### config.mk
export PLATFORM = sky130hd
export DESIGN_NAME = mem_responder_flat
export DESIGN_NICKNAME = d
export VERILOG_FILES = /design/src/rtl/mem_pkg.sv /design/src/rtl/mem_responder_if.sv /design/src/rtl/mem_responder_sram_strobe_gen.sv /design/src/rtl/mem_responder.sv /design/src/flat_wrapper.sv
export SDC_FILE = /design/constraint.sdc
export NUM_CORES = 1
export LEC_CHECK = 0
export BUFFER_PORTS_ARGS = -buffer_cell sky130_fd_sc_hd__buf_2
export CAP_MARGIN = 25
export CORE_MARGIN = 2
export CORE_UTILIZATION = 46
export DETAILED_ROUTE_END_ITERATION = 12
export GPL_ROUTABILITY_DRIVEN = 1
export GPL_TIMING_DRIVEN = 0
export PLACE_DENSITY = 0.8
export SYNTH_ARGS = -nofsm -noshare
export SYNTH_HDL_FRONTEND = slang
export SYNTH_SLANG_ARGS = --single-unit
### constraint.sdc
create_clock -name Clk -period 2.3 [get_ports Clk]
set_clock_uncertainty 0.1 [all_clocks]
set_input_delay 0.115 -clock Clk [delete_from_list [all_inputs] [get_ports Clk]]
set_output_delay 0.115 -clock Clk [all_outputs]
set_load 0.05 [all_outputs]
### src/rtl/mem_pkg.sv
// Shared types and constants for the LC-3 memory responder slice.
package mem_pkg;

    // Responder FSM states
    typedef enum logic [1:0] {
        IDLE   = 2'd0,
        ACCESS = 2'd1,
        DONE   = 2'd2,
        HOLD   = 2'd3
    } state_t;

    // CPU address that selects the memory-mapped I/O word
    localparam logic [15:0] IO_ADDR_DEFAULT = 16'hFFFF;

    // Width of the external SRAM address bus
    localparam int SRAM_ADDR_W = 20;

endpackage

### src/rtl/mem_responder_if.sv
// CPU-side memory request/response bus between the LC-3 datapath and the responder.
interface mem_responder_if;
    logic        MEM_EN;
    logic        WE;
    logic [15:0] MAR;
    logic [15:0] MDR;
    logic [15:0] Data_to_CPU;
    logic        R;

    // CPU datapath side
    modport master (
        output MEM_EN, WE, MAR, MDR,
        input  Data_to_CPU, R
    );

    // Memory responder side
    modport slave (
        input  MEM_EN, WE, MAR, MDR,
        output Data_to_CPU, R
    );
endinterface

### src/rtl/mem_responder_sram_strobe_gen.sv
// Decodes the responder's registered state into async SRAM control strobes.
// Inputs are all registers, so the strobes have no path from the CPU inputs.
module sram_strobe_gen
    import mem_pkg::*;
#(
    parameter int WAIT_STATES = 2,
    parameter int CW          = 1
) (
    input  state_t          state_i,
    input  logic [CW-1:0]   count_i,
    input  logic            we_i,
    output logic            ce_n_o,
    output logic            oe_n_o,
    output logic            we_n_o,
    output logic            dq_oe_o
);

    localparam logic [CW-1:0] LAST = CW'(WAIT_STATES - 1);

    // Strobes are active only while in ACCESS; WE_N releases one cycle early for data hold
    always_comb begin
        ce_n_o  = 1'b1;
        oe_n_o  = 1'b1;
        we_n_o  = 1'b1;
        dq_oe_o = 1'b0;
        if (state_i == ACCESS) begin
            ce_n_o = 1'b0;
            if (we_i) begin
                dq_oe_o = 1'b1;
                we_n_o  = (count_i == LAST);
            end else begin
                oe_n_o = 1'b0;
            end
        end
    end

endmodule

### src/rtl/mem_responder.sv
// LC-3 memory responder: services MAR/MDR requests from external async SRAM
// (wait-stated) or the memory-mapped I/O word (switches in, hex display out).
module mem_responder
    import mem_pkg::*;
#(
    parameter int          WAIT_STATES = 2,
    parameter logic [15:0] IO_ADDR     = IO_ADDR_DEFAULT
) (
    input  logic                   Clk,
    input  logic                   Reset,
    mem_responder_if.slave         cpu,
    input  logic [15:0]            Switches,
    input  logic [15:0]            SRAM_DQ_in,
    output logic [15:0]            HEX_out,
    output logic [SRAM_ADDR_W-1:0] SRAM_ADDR,
    output logic                   SRAM_CE_N,
    output logic                   SRAM_OE_N,
    output logic                   SRAM_WE_N,
    output logic [15:0]            SRAM_DQ_out,
    output logic                   SRAM_DQ_oe
);

    localparam int              CW   = (WAIT_STATES > 2) ? $clog2(WAIT_STATES) : 1;
    localparam logic [CW-1:0]   LAST = CW'(WAIT_STATES - 1);

    state_t        state_q;
    logic [CW-1:0] count_q;
    logic [15:0]   addr_q;
    logic [15:0]   wdata_q;
    logic          we_q;
    logic [15:0]   rdata_q;
    logic [15:0]   hex_q;

    // Request FSM: accepts in IDLE, times SRAM wait states, pulses R in DONE, waits out MEM_EN in HOLD
    always_ff @(posedge Clk) begin
        if (Reset) begin
            state_q <= IDLE;
            count_q <= '0;
            addr_q  <= '0;
            wdata_q <= '0;
            we_q    <= 1'b0;
            rdata_q <= '0;
            hex_q   <= '0;
        end else begin
            case (state_q)
                IDLE: begin
                    if (cpu.MEM_EN) begin
                        addr_q  <= cpu.MAR;
                        wdata_q <= cpu.MDR;
                        we_q    <= cpu.WE;
                        count_q <= '0;
                        if (cpu.MAR == IO_ADDR) begin
                            // I/O word completes in a single cycle
                            state_q <= DONE;
                            if (cpu.WE) begin
                                hex_q <= cpu.MDR;
                            end else begin
                                rdata_q <= Switches;
                            end
                        end else begin
                            state_q <= ACCESS;
                        end
                    end
                end
                ACCESS: begin
                    if (count_q == LAST) begin
                        state_q <= DONE;
                        if (!we_q) begin
                            rdata_q <= SRAM_DQ_in;
                        end
                    end else begin
                        count_q <= count_q + 1'b1;
                    end
                end
                DONE: begin
                    state_q <= cpu.MEM_EN ? HOLD : IDLE;
                end
                HOLD: begin
                    // A still-held MEM_EN belongs to the request just served
                    if (!cpu.MEM_EN) begin
                        state_q <= IDLE;
                    end
                end
                default: begin
                    state_q <= IDLE;
                end
            endcase
        end
    end

    sram_strobe_gen #(
        .WAIT_STATES (WAIT_STATES),
        .CW          (CW)
    ) u_strobe (
        .state_i (state_q),
        .count_i (count_q),
        .we_i    (we_q),
        .ce_n_o  (SRAM_CE_N),
        .oe_n_o  (SRAM_OE_N),
        .we_n_o  (SRAM_WE_N),
        .dq_oe_o (SRAM_DQ_oe)
    );

    assign cpu.R           = (state_q == DONE);
    assign cpu.Data_to_CPU = rdata_q;
    assign HEX_out         = hex_q;
    assign SRAM_ADDR       = {{(SRAM_ADDR_W - 16){1'b0}}, addr_q};
    assign SRAM_DQ_out     = wdata_q;

endmodule

### src/flat_wrapper.sv
// flat-port wrapper written by rule: the top's interface ports become plain ports
module mem_responder_flat import mem_pkg::*;
#(
    parameter int          WAIT_STATES = 2,
    parameter logic [15:0] IO_ADDR     = IO_ADDR_DEFAULT
)
  (Clk, Reset, Switches, SRAM_DQ_in, HEX_out, SRAM_ADDR, SRAM_CE_N, SRAM_OE_N, SRAM_WE_N, SRAM_DQ_out, SRAM_DQ_oe, cpu_MEM_EN, cpu_WE, cpu_MAR, cpu_MDR, cpu_Data_to_CPU, cpu_R);
  mem_responder_if cpu_i ();
  input  logic Clk;
  input  logic Reset;
  input  logic [15:0] Switches;
  input  logic [15:0] SRAM_DQ_in;
  output logic [15:0] HEX_out;
  output logic [SRAM_ADDR_W-1:0] SRAM_ADDR;
  output logic SRAM_CE_N;
  output logic SRAM_OE_N;
  output logic SRAM_WE_N;
  output logic [15:0] SRAM_DQ_out;
  output logic SRAM_DQ_oe;
  input wire logic [$bits(cpu_i.MEM_EN)-1:0] cpu_MEM_EN;
  input wire logic [$bits(cpu_i.WE)-1:0] cpu_WE;
  input wire logic [$bits(cpu_i.MAR)-1:0] cpu_MAR;
  input wire logic [$bits(cpu_i.MDR)-1:0] cpu_MDR;
  output wire logic [$bits(cpu_i.Data_to_CPU)-1:0] cpu_Data_to_CPU;
  output wire logic [$bits(cpu_i.R)-1:0] cpu_R;
  assign cpu_i.MEM_EN = cpu_MEM_EN;
  assign cpu_i.WE = cpu_WE;
  assign cpu_i.MAR = cpu_MAR;
  assign cpu_i.MDR = cpu_MDR;
  assign cpu_Data_to_CPU = cpu_i.Data_to_CPU;
  assign cpu_R = cpu_i.R;
  mem_responder #(.WAIT_STATES(WAIT_STATES), .IO_ADDR(IO_ADDR)) u_core (.Clk(Clk), .Reset(Reset), .cpu(cpu_i), .Switches(Switches), .SRAM_DQ_in(SRAM_DQ_in), .HEX_out(HEX_out), .SRAM_ADDR(SRAM_ADDR), .SRAM_CE_N(SRAM_CE_N), .SRAM_OE_N(SRAM_OE_N), .SRAM_WE_N(SRAM_WE_N), .SRAM_DQ_out(SRAM_DQ_out), .SRAM_DQ_oe(SRAM_DQ_oe));
endmodule
==> impl_metrics.yaml, run 1 <==
die:
  ios: 141
  die_h_um: 83.3
  fp-row-count: 28
  initial_utilization_pct: 48.3
  die_area_um2: 6940
  core_um2: 5990
  dieWidth_um: 83.3
timing:
  maxSlewHeadroom_pct: 64.0
  worst_pin_slew_ps: 538
  tns_ps: 0
  slew_violations: 0
  whs_ps: 19.5
  setup_viol: 0
  period_share_pct: 95.0
  final_hold_viol_count: 0
  max_freq_mhz: 458
  rsz0062_at_grt: "no"
  finalCriticalPeriod_ps: 2180
  fin_ws_ps: 115
drt:
  drt-total-wl_mm: 8.01
  vias: 2917
  viasPerCell: 4.99
  drtIter0Drc: 109
  drtAntennaViolNets: 0
  route.detailed.drc: 0
  first_pass_iters: 4
  post_drt_wl_per_cell_um: 13.7
setup_path:
  path_class: "in -> reg"
  crit_path_start_kind: "input port"
  cp.required_ps: 2450
  worstPathArrival_ps: 2340
  rrSetupSlack_ps: 300
  end_kind: "register"
  path_max_fanout: 10
  cpPeakStageDelay_ps: 560
  cpMostUsedCell: "buf_2"
  slowest_stage: "dlygate4sd3_1"
  cp_cell_sequence: "dlygate4sd3_1, buf_2, nand4_1, nor4_2, and3_1, buf_2, buf_4, mux2i_1"
clock_network:
  cts.sinks: 68
  clock_latency_ps: 330
  cts_buffer_depth: 2
  cts_setup_buffers: 0
  clk_pin_slew_ps: 70
  numCtsBuffers: 9
  cts_tree: "yes"
  htree_levels: 3
  cts-root-buf: "clkbuf_8"
synthesis:
  synthTopCellsByCount: "68 x dfxtp_1, 68 x nand2_1, 54 x a21oi_1"
  syn-cell-area_um2: 2890
  synthCells: 322
  synth.distinct_cells: 25
  synth_ff_type: "dfxtp_1"
  avgSynthCellArea_um2: 8.99
  ys_warn_count: 0
  netlist.area_leader.share_pct: 47.0
  yosysSeqAreaShare_pct: 47.0
  synth_seq_cells: 68
  synth-edff-count: 0
  async_flop_share_pct: 0
  yosys.area.top_type: "dfxtp_1"
  synth_area_leaders: "dfxtp_1 47%, mux2i_1 11%, a21oi_1 9.3%"
job:
  maxCapViolations: 0
final_layout:
  finalInstanceArea_um2: 4180
  fillCellCount: 496
  fin_util_pct: 69.8
  insertedDiodeCount: 0
  areaGrowthSynthToFinish_pct: 44.4
  final_nets: 572
  multi_input_area_um2: 1370
  seqCellArea_um2: 1360
  drive_gt1_share_pct: 33.4
global_route:
  grt_antenna_before_repair: 0
  grt_use_total_pct: 22.6
  grt_pass1_wl_mm: 12.9
  grt_pass1_vias: 2851
  grt_max_degree: 12
  grt-ovfl-total: 0
placement:
  gp_congestion: 0.799
  placed_cell_area_um2: 3670
  hpwlAfterDp_mm: 5.67
  io_buffers: 135
  pre_cts_ws_ps: 277
run_status:
  status: "finished, final reports clean"
power:
  powerDensity_nw_per_um2: 656
  vdd_drop_max_v: 0.000363
  leakage_nw: 1.90
min_path:
  hp-class: "in -> reg"
[layer usage]
metal	wire length [um]	part of all wire (%)	up-vias	global-route usage, %
met3	612	7.6	9	5.17
met4	77	0.96	0	8.64
li1	-	-	1444	-
met2	3910	49	135	40.3
met1	3400	43	1329	26.2
met5	0	0	-	0
[metrics by stage]
stage	power, mW	cells
after global placement	1.86	535
after floorplan	1.70	325
after detailed placement	1.87	535
after CTS	2.75	584
final	2.74	584
after global routing	2.85	584
[repair_timing]
| action | CTS | global route |
|---|---|---|
| hold endpoints to repair | 49 | 0 |
| hold buffers | 33 | 0 |
| resized for setup | 0 | 1 |
| setup endpoints to repair | 0 | 3 |
[sequential cells by signal, summed over array words and instances, names as in the netlist]
| name | count |
|---|---|
| u_core.count_q | 1 |
| u_core.addr_q | 16 |
| u_core.SRAM_DQ_out | 16 |
| u_core.HEX_out | 16 |
| u_core.cpu.Data_to_CPU | 16 |
| u_core.we_q | 1 |
| u_core.state_q | 2 |
[worst paths after layout]
path / start / to / cells past startpoint
setup / recovery: cpu_MAR[0] / u_core.HEX_out[7] / 8
hold / removal: cpu_MEM_EN / u_core.state_q[1] / 3
setup reg to reg: u_core.state_q[1] / u_core.HEX_out[7] / 6
hold reg to reg: u_core.addr_q[11] / u_core.addr_q[11] / 2
[layout make-up]
cell class | count | area share (%)
Multi-Input combinational cell | 225 | 32.7
Sequential cell | 68 | 32.6
Timing Repair Buffer | 168 | 24.1
Buffer | 29 | 4.16
Clock buffer | 11 | 3.38
Tap cell | 75 | 2.24
Clock inverter | 5 | 0.658
Inverter | 3 | 0.269
[layout by cell type (no fill, tap or decap), drive strengths merged, types with 4 or more instances in the layout]
cell,count
nand2,68
conb,4
nand2b,33
clkbuf,26
nand4,4
a211oi,18
buf,149
dlygate4sd3,33
a21oi,54
dfxtp,68
clkinv,4
mux2i,32
[logic make-up (layout without fill, tap and decap cells)]
family	Yosys count	count (layout)	share of synthesized area, %
AO/OA/AOI/OAI	74	74	16.3
AND/OR/NAND/NOR	115	115	19.1
buffers and inverters	32	216	6.40
multiplexers	32	32	11.1
other	1	4	0.130
flip-flops	68	68	47.0
[worst max-delay path: cells and delay by family]
kind,cells,cell delay [ps]
buffers and inverters,4,1200
and+or+nand+nor,3,780
muxes,1,230
[power breakdown]
part	leakage, nW	total, mW	internal [mW]	switching (mW)
clock network	0.0889	0.852	0.414	0.439
logic	1.25	0.627	0.216	0.412
registers	0.554	1.26	1.23	0.0296
Note: power is estimated with default switching activity, not from simulation.
==> run 2, diff against run 1 <==
--- a/config.mk
+++ b/config.mk
@@ -12,6 +12,7 @@
 export DETAILED_ROUTE_END_ITERATION = 12
 export GPL_ROUTABILITY_DRIVEN = 1
 export GPL_TIMING_DRIVEN = 0
+export HOLD_SLACK_MARGIN = 0.05
 export PLACE_DENSITY = 0.8
 export SYNTH_ARGS = -nofsm -noshare
 export SYNTH_HDL_FRONTEND = slang
==> run 2 against run 1 <==
  * Setup slack worse by 1.8 ps
  * Critical path depth is 3 lower
  * Clock-buffer cell count stayed put
  * Clock power hardly changed
  * Cell count is 3.6% higher
  * Worst hold slack better by 28 ps
  * Flip-flop and latch count stayed put
  * First-iteration DRC count is 36% higher
==> impl_metrics.yaml, run 2 (synthesized netlist as in run 1, its figures left out) <==
run_status:
  status: "finished, final reports clean"
die:
  ios: 141
  core_um2: 5990
  initial_utilization_pct: 48.3
  die_area_um2: 6940
  dieWidth_um: 83.3
  die_h_um: 83.3
  fp-row-count: 28
drt:
  drt-total-wl_mm: 8.63
  vias: 3030
  viasPerCell: 5.01
  drtAntennaViolNets: 0
  route.detailed.drc: 0
  first_pass_iters: 4
  drtIter0Drc: 148
  post_drt_wl_per_cell_um: 14.3
final_layout:
  final_cell_mix: "139 x buf_2, 68 x nand2_1, 68 x dfxtp_1, 54 x a21oi_1, 54 x dlygate4sd3_1"
  drive_gt1_share_pct: 32.1
  final_nets: 593
  final_cells: 605
  layout_commonest_cell: "buf_2"
  areaGrowthSynthToFinish_pct: 51.7
  fin_util_pct: 73.3
  insertedDiodeCount: 0
  finalInstanceArea_um2: 4390
power:
  vdd_drop_max_v: 0.000365
  leakage_nw: 1.98
  total_power_mw: 2.78
  powerDensity_nw_per_um2: 634
setup_path:
  crit_path_start_kind: "register"
  path_max_fanout: 10
  crit_buf_inv: 3
  cpMostUsedCell: "buf_2"
  path_class: "reg -> reg"
  cpPeakStageDelay_ps: 570
  slowest_stage: "dlygate4sd3_1"
  cp_cell_sequence: "buf_2, buf_2, mux2i_1, dlygate4sd3_1, a211oi_1"
  end_kind: "register"
  worstPathArrival_ps: 2270
  critPathTopFamily: "buffers and inverters"
  cp.required_ps: 2390
global_route:
  use_met3_pct: 5.27
  grt_pass1_wl_mm: 13.8
  grt_use_total_pct: 24.4
  grtUsageMet1_pct: 27.4
  grt_use_met2_pct: 45.0
  grt_pass1_vias: 3028
  grt_antenna_before_repair: 0
  grt-ovfl-total: 0
  grt_max_degree: 12
  top_usage_layer: "met2"
job:
  maxCapViolations: 0
clock_network:
  htree_levels: 3
  clk_pin_slew_ps: 80
  cts.sinks: 68
  cts-root-buf: "clkbuf_8"
  clock_latency_ps: 330
  cts_setup_buffers: 0
  numCtsBuffers: 9
  cts_buffer_depth: 2
  cts_tree: "yes"
timing:
  slew_violations: 0
  rsz0062_at_grt: "no"
  period_share_pct: 95.1
  setup_viol: 0
  fin_ws_ps: 113
  finalCriticalPeriod_ps: 2190
  whs_ps: 48.0
  maxSlewHeadroom_pct: 63.0
  final_hold_viol_count: 0
  max_freq_mhz: 457
  tns_ps: 0
  worst_pin_slew_ps: 553
placement:
  io_buffers: 135
  pre_cts_ws_ps: 277
  gp_congestion: 0.799
  placed_cell_area_um2: 3670
  hpwlAfterDp_mm: 5.67
  dp.cells: 535
min_path:
  hp-class: "in -> reg"
run 2: cell types whose count changed in the layout (fill, tap and decap cells not counted), sizes merged:
| cell | previous run | this run |
|---|---|---|
| dlygate4sd3 | 33 | 54 |
run 2: final timing paths:
check                         start                         end  slack (ps)  depth (start not counted)
setup / recovery  u_core.state_q[0]  u_core.cpu.Data_to_CPU[13]         110                          5
hold / removal          Switches[7]   u_core.cpu.Data_to_CPU[7]          50                          3
setup reg to reg  u_core.state_q[0]  u_core.cpu.Data_to_CPU[13]         110                          5
hold reg to reg   u_core.addr_q[11]           u_core.addr_q[11]         350                          2
run 2: tightest hold or removal path: stages:
cell and delay [ps]:
buf_2 100, mux2i_1 130, a211oi_1 90
run 2: power by group:
group / total (mW) / internal, mW / switching [mW]
clock network: 0.851 / 0.414 / 0.437
registers: 1.26 / 1.23 / 0.0305
logic: 0.669 / 0.247 / 0.422
run 2: what timing repair did:
| item | 4_1_cts | 5_1_grt |
|---|---|---|
| hold endpoints to repair | 62 | 0 |
| hold buffers | 54 | 0 |
| gates resized for setup | 0 | 1 |
| endpoints found under the setup margin | 0 | 3 |
run 2: layout make-up:
cell class	instances	area, um^2
fillers	450	1600
multi-input cells	225	1370
flip-flops and latches	68	1360
repair buffers	189	1220
plain buffers	29	174
clock buffers	11	141
well taps	75	93.8
clock inverters	5	27.5
inverters	3	11.3
run 2: metal layers:
layer	vias up	wire, um
met5	-	0
met1	1399	3570
li1	1485	-
met3	12	580
met2	134	4380
met4	0	103
==> run 3, diff against run 2 <==
--- a/config.mk
+++ b/config.mk
@@ -13,6 +13,7 @@
 export GPL_ROUTABILITY_DRIVEN = 1
 export GPL_TIMING_DRIVEN = 0
 export HOLD_SLACK_MARGIN = 0.05
+export MAX_ROUTING_LAYER = met4
 export PLACE_DENSITY = 0.8
 export SYNTH_ARGS = -nofsm -noshare
 export SYNTH_HDL_FRONTEND = slang
==> run 3 against run 2 <==
  * Cell count is the same
  * Sequential power barely moved
  * Critical path type is now in -> reg
  * Largest power group unchanged
  * Critical path depth rose by 3
  * Combinational power about the same
  * Clock power barely moved
  * Global-route usage is 0.76 points higher
  * Register-to-register slack about the same
  * Fmax up 0.24%
  * Largest cell class unchanged
  * Total power down 0.12%
  * Setup slack better by 5.2 ps
  * Clock-buffer cell count unchanged
==> impl_metrics.yaml, run 3 (synthesized netlist as in run 1, its figures left out) <==
clock_network:
  clk_pin_slew_ps: 70
  cts-root-buf: "clkbuf_8"
  htree_levels: 3
  cts_tree: "yes"
  numCtsBuffers: 9
  cts_setup_buffers: 0
  clock_latency_ps: 330
  cts_buffer_depth: 2
  cts.sinks: 68
timing:
  worst_pin_slew_ps: 560
  slew_violations: 0
  fin_ws_ps: 119
  whs_ps: 52.6
  setup_viol: 0
  period_share_pct: 94.8
  finalCriticalPeriod_ps: 2180
  maxSlewHeadroom_pct: 62.6
  final_hold_viol_count: 0
  max_freq_mhz: 458
  rsz0062_at_grt: "no"
  tns_ps: 0
run_status:
  status: "finished, final reports clean"
die:
  die_area_um2: 6940
  core_um2: 5990
  dieWidth_um: 83.3
  initial_utilization_pct: 48.3
  fp-row-count: 28
  ios: 141
  die_h_um: 83.3
setup_path:
  path_class: "in -> reg"
  cpPeakStageDelay_ps: 560
  critPathTopFamily: "buffers and inverters"
  rrSetupSlack_ps: 120
  end_kind: "register"
  worstPathArrival_ps: 2330
  rr_endpoint: "u_core.cpu.Data_to_CPU[13]"
  crit_path_start_kind: "input port"
  cpMostUsedCell: "buf_2"
  crit_buf_inv: 4
  path_max_fanout: 10
  slowest_stage: "dlygate4sd3_1"
  r2r_start: "u_core.state_q[0]"
  cp.required_ps: 2450
  rr_worst_depth: 5
  path_depth: 8
  cp_cell_sequence: "dlygate4sd3_1, buf_2, nand4_1, nor4_2, and3_1, buf_2, buf_4, mux2i_1"
global_route:
  grt_pass1_vias: 3024
  grt_pass1_wl_mm: 13.8
  grt_antenna_before_repair: 0
  grt_use_total_pct: 25.2
  grt-ovfl-total: 0
  grt_max_degree: 12
power:
  combPwrFrac_pct: 24.1
  p_clk_share_pct: 30.5
  vdd_drop_max_v: 0.000363
  p_int_mw: 1.89
  leakage_nw: 1.98
  switchingPower_uw: 886
  total_power_mw: 2.78
  p_seq_share_pct: 45.4
  p_sw_share_pct: 31.9
  powerDensity_nw_per_um2: 633
drt:
  drt-total-wl_mm: 8.62
  viasPerCell: 5.03
  vias: 3043
  drtIter0Drc: 147
  drtAntennaViolNets: 0
  first_pass_iters: 4
  post_drt_wl_per_cell_um: 14.2
  route.detailed.drc: 0
placement:
  hpwlAfterDp_mm: 5.67
  io_buffers: 135
  gp_congestion: 0.810
  pre_cts_ws_ps: 277
min_path:
  hp-class: "in -> reg"
  whs_path_depth: 3
  hold_end: "u_core.cpu.Data_to_CPU[7]"
  hp-start: "Switches[7]"
final_layout:
  drive_gt1_share_pct: 32.1
  fin_util_pct: 73.3
  areaGrowthSynthToFinish_pct: 51.7
  layout_commonest_cell: "buf_2"
  final_nets: 593
  insertedDiodeCount: 0
  final_cell_mix: "139 x buf_2, 68 x nand2_1, 68 x dfxtp_1, 54 x a21oi_1, 54 x dlygate4sd3_1"
job:
  maxCapViolations: 0
==> run 3: cell counts in the layout (fill, tap and decap cells not counted) <==
Identical to the previous run, type by type.
==> run 3: tightest hold or removal path, cell delays in order <==
cell	delay, ps
buf_2	100
mux2i_1	130
a211oi_1	90
==> run 3: how the worst max path moves through the flow <==
stage | from | end | slack (ps)
6_report | cpu_MAR[0] | u_core.HEX_out[7] | 120
3_3_place_gp | u_core.state_q[1] | u_core.cpu.Data_to_CPU[0] | 350
3_5_place_dp | cpu_MAR[12] | u_core.HEX_out[7] | 280
5_1_grt | u_core.state_q[0] | u_core.cpu.Data_to_CPU[0] | 20
2_1_floorplan | u_core.state_q[1] | u_core.cpu.Data_to_CPU[10] | 480
4_1_cts | cpu_MAR[11] | u_core.HEX_out[7] | 70
==> run 3: metal layers <==
layer / GRT usage, % / share of wire (%) / wire length, um
met1: 27.9 / 41 / 3570
met2: 44.9 / 50 / 4340
met3: 4.97 / 6.6 / 570
met4: 8.79 / 1.6 / 142
met5: - / 0 / 0
==> run 3: per-stage QoR <==
stage | cells | instance area (um^2)
finish | 605 | 4390
global route | 605 | 4390
CTS | 605 | 4380
detailed placement | 535 | 3670
global placement | 535 | 3670
floorplan | 325 | 2910
==> run 3: power groups by stage <==
stage          Clock, mW  Sequential [mW]  Combinational [mW]
2_1_floorplan          0             1.46               0.241
3_3_place_gp           0             1.29               0.572
3_5_place_dp           0             1.29               0.581
4_1_cts            0.860             1.26               0.661
5_1_grt            0.912             1.27               0.716
6_report           0.848             1.26               0.669
==> run 3: repair_timing <==
| action | in CTS | in global routing |
|---|---|---|
| hold buffers | 54 | 0 |
| setup endpoints to repair | 0 | 3 |
| gates resized for setup | 0 | 1 |
| endpoints found under the hold margin | 62 | 0 |
==> run 3: area by class of cell <==
| type | count | area (um^2) |
|---|---|---|
| clock inverters | 5 | 27.5 |
| plain buffers | 29 | 174 |
| inverters | 3 | 11.3 |
| clock buffers | 11 | 141 |
| well taps | 75 | 93.8 |
| multi-input cells | 225 | 1370 |
| fillers | 450 | 1600 |
| flip-flops and latches | 68 | 1360 |
| repair buffers | 189 | 1220 |
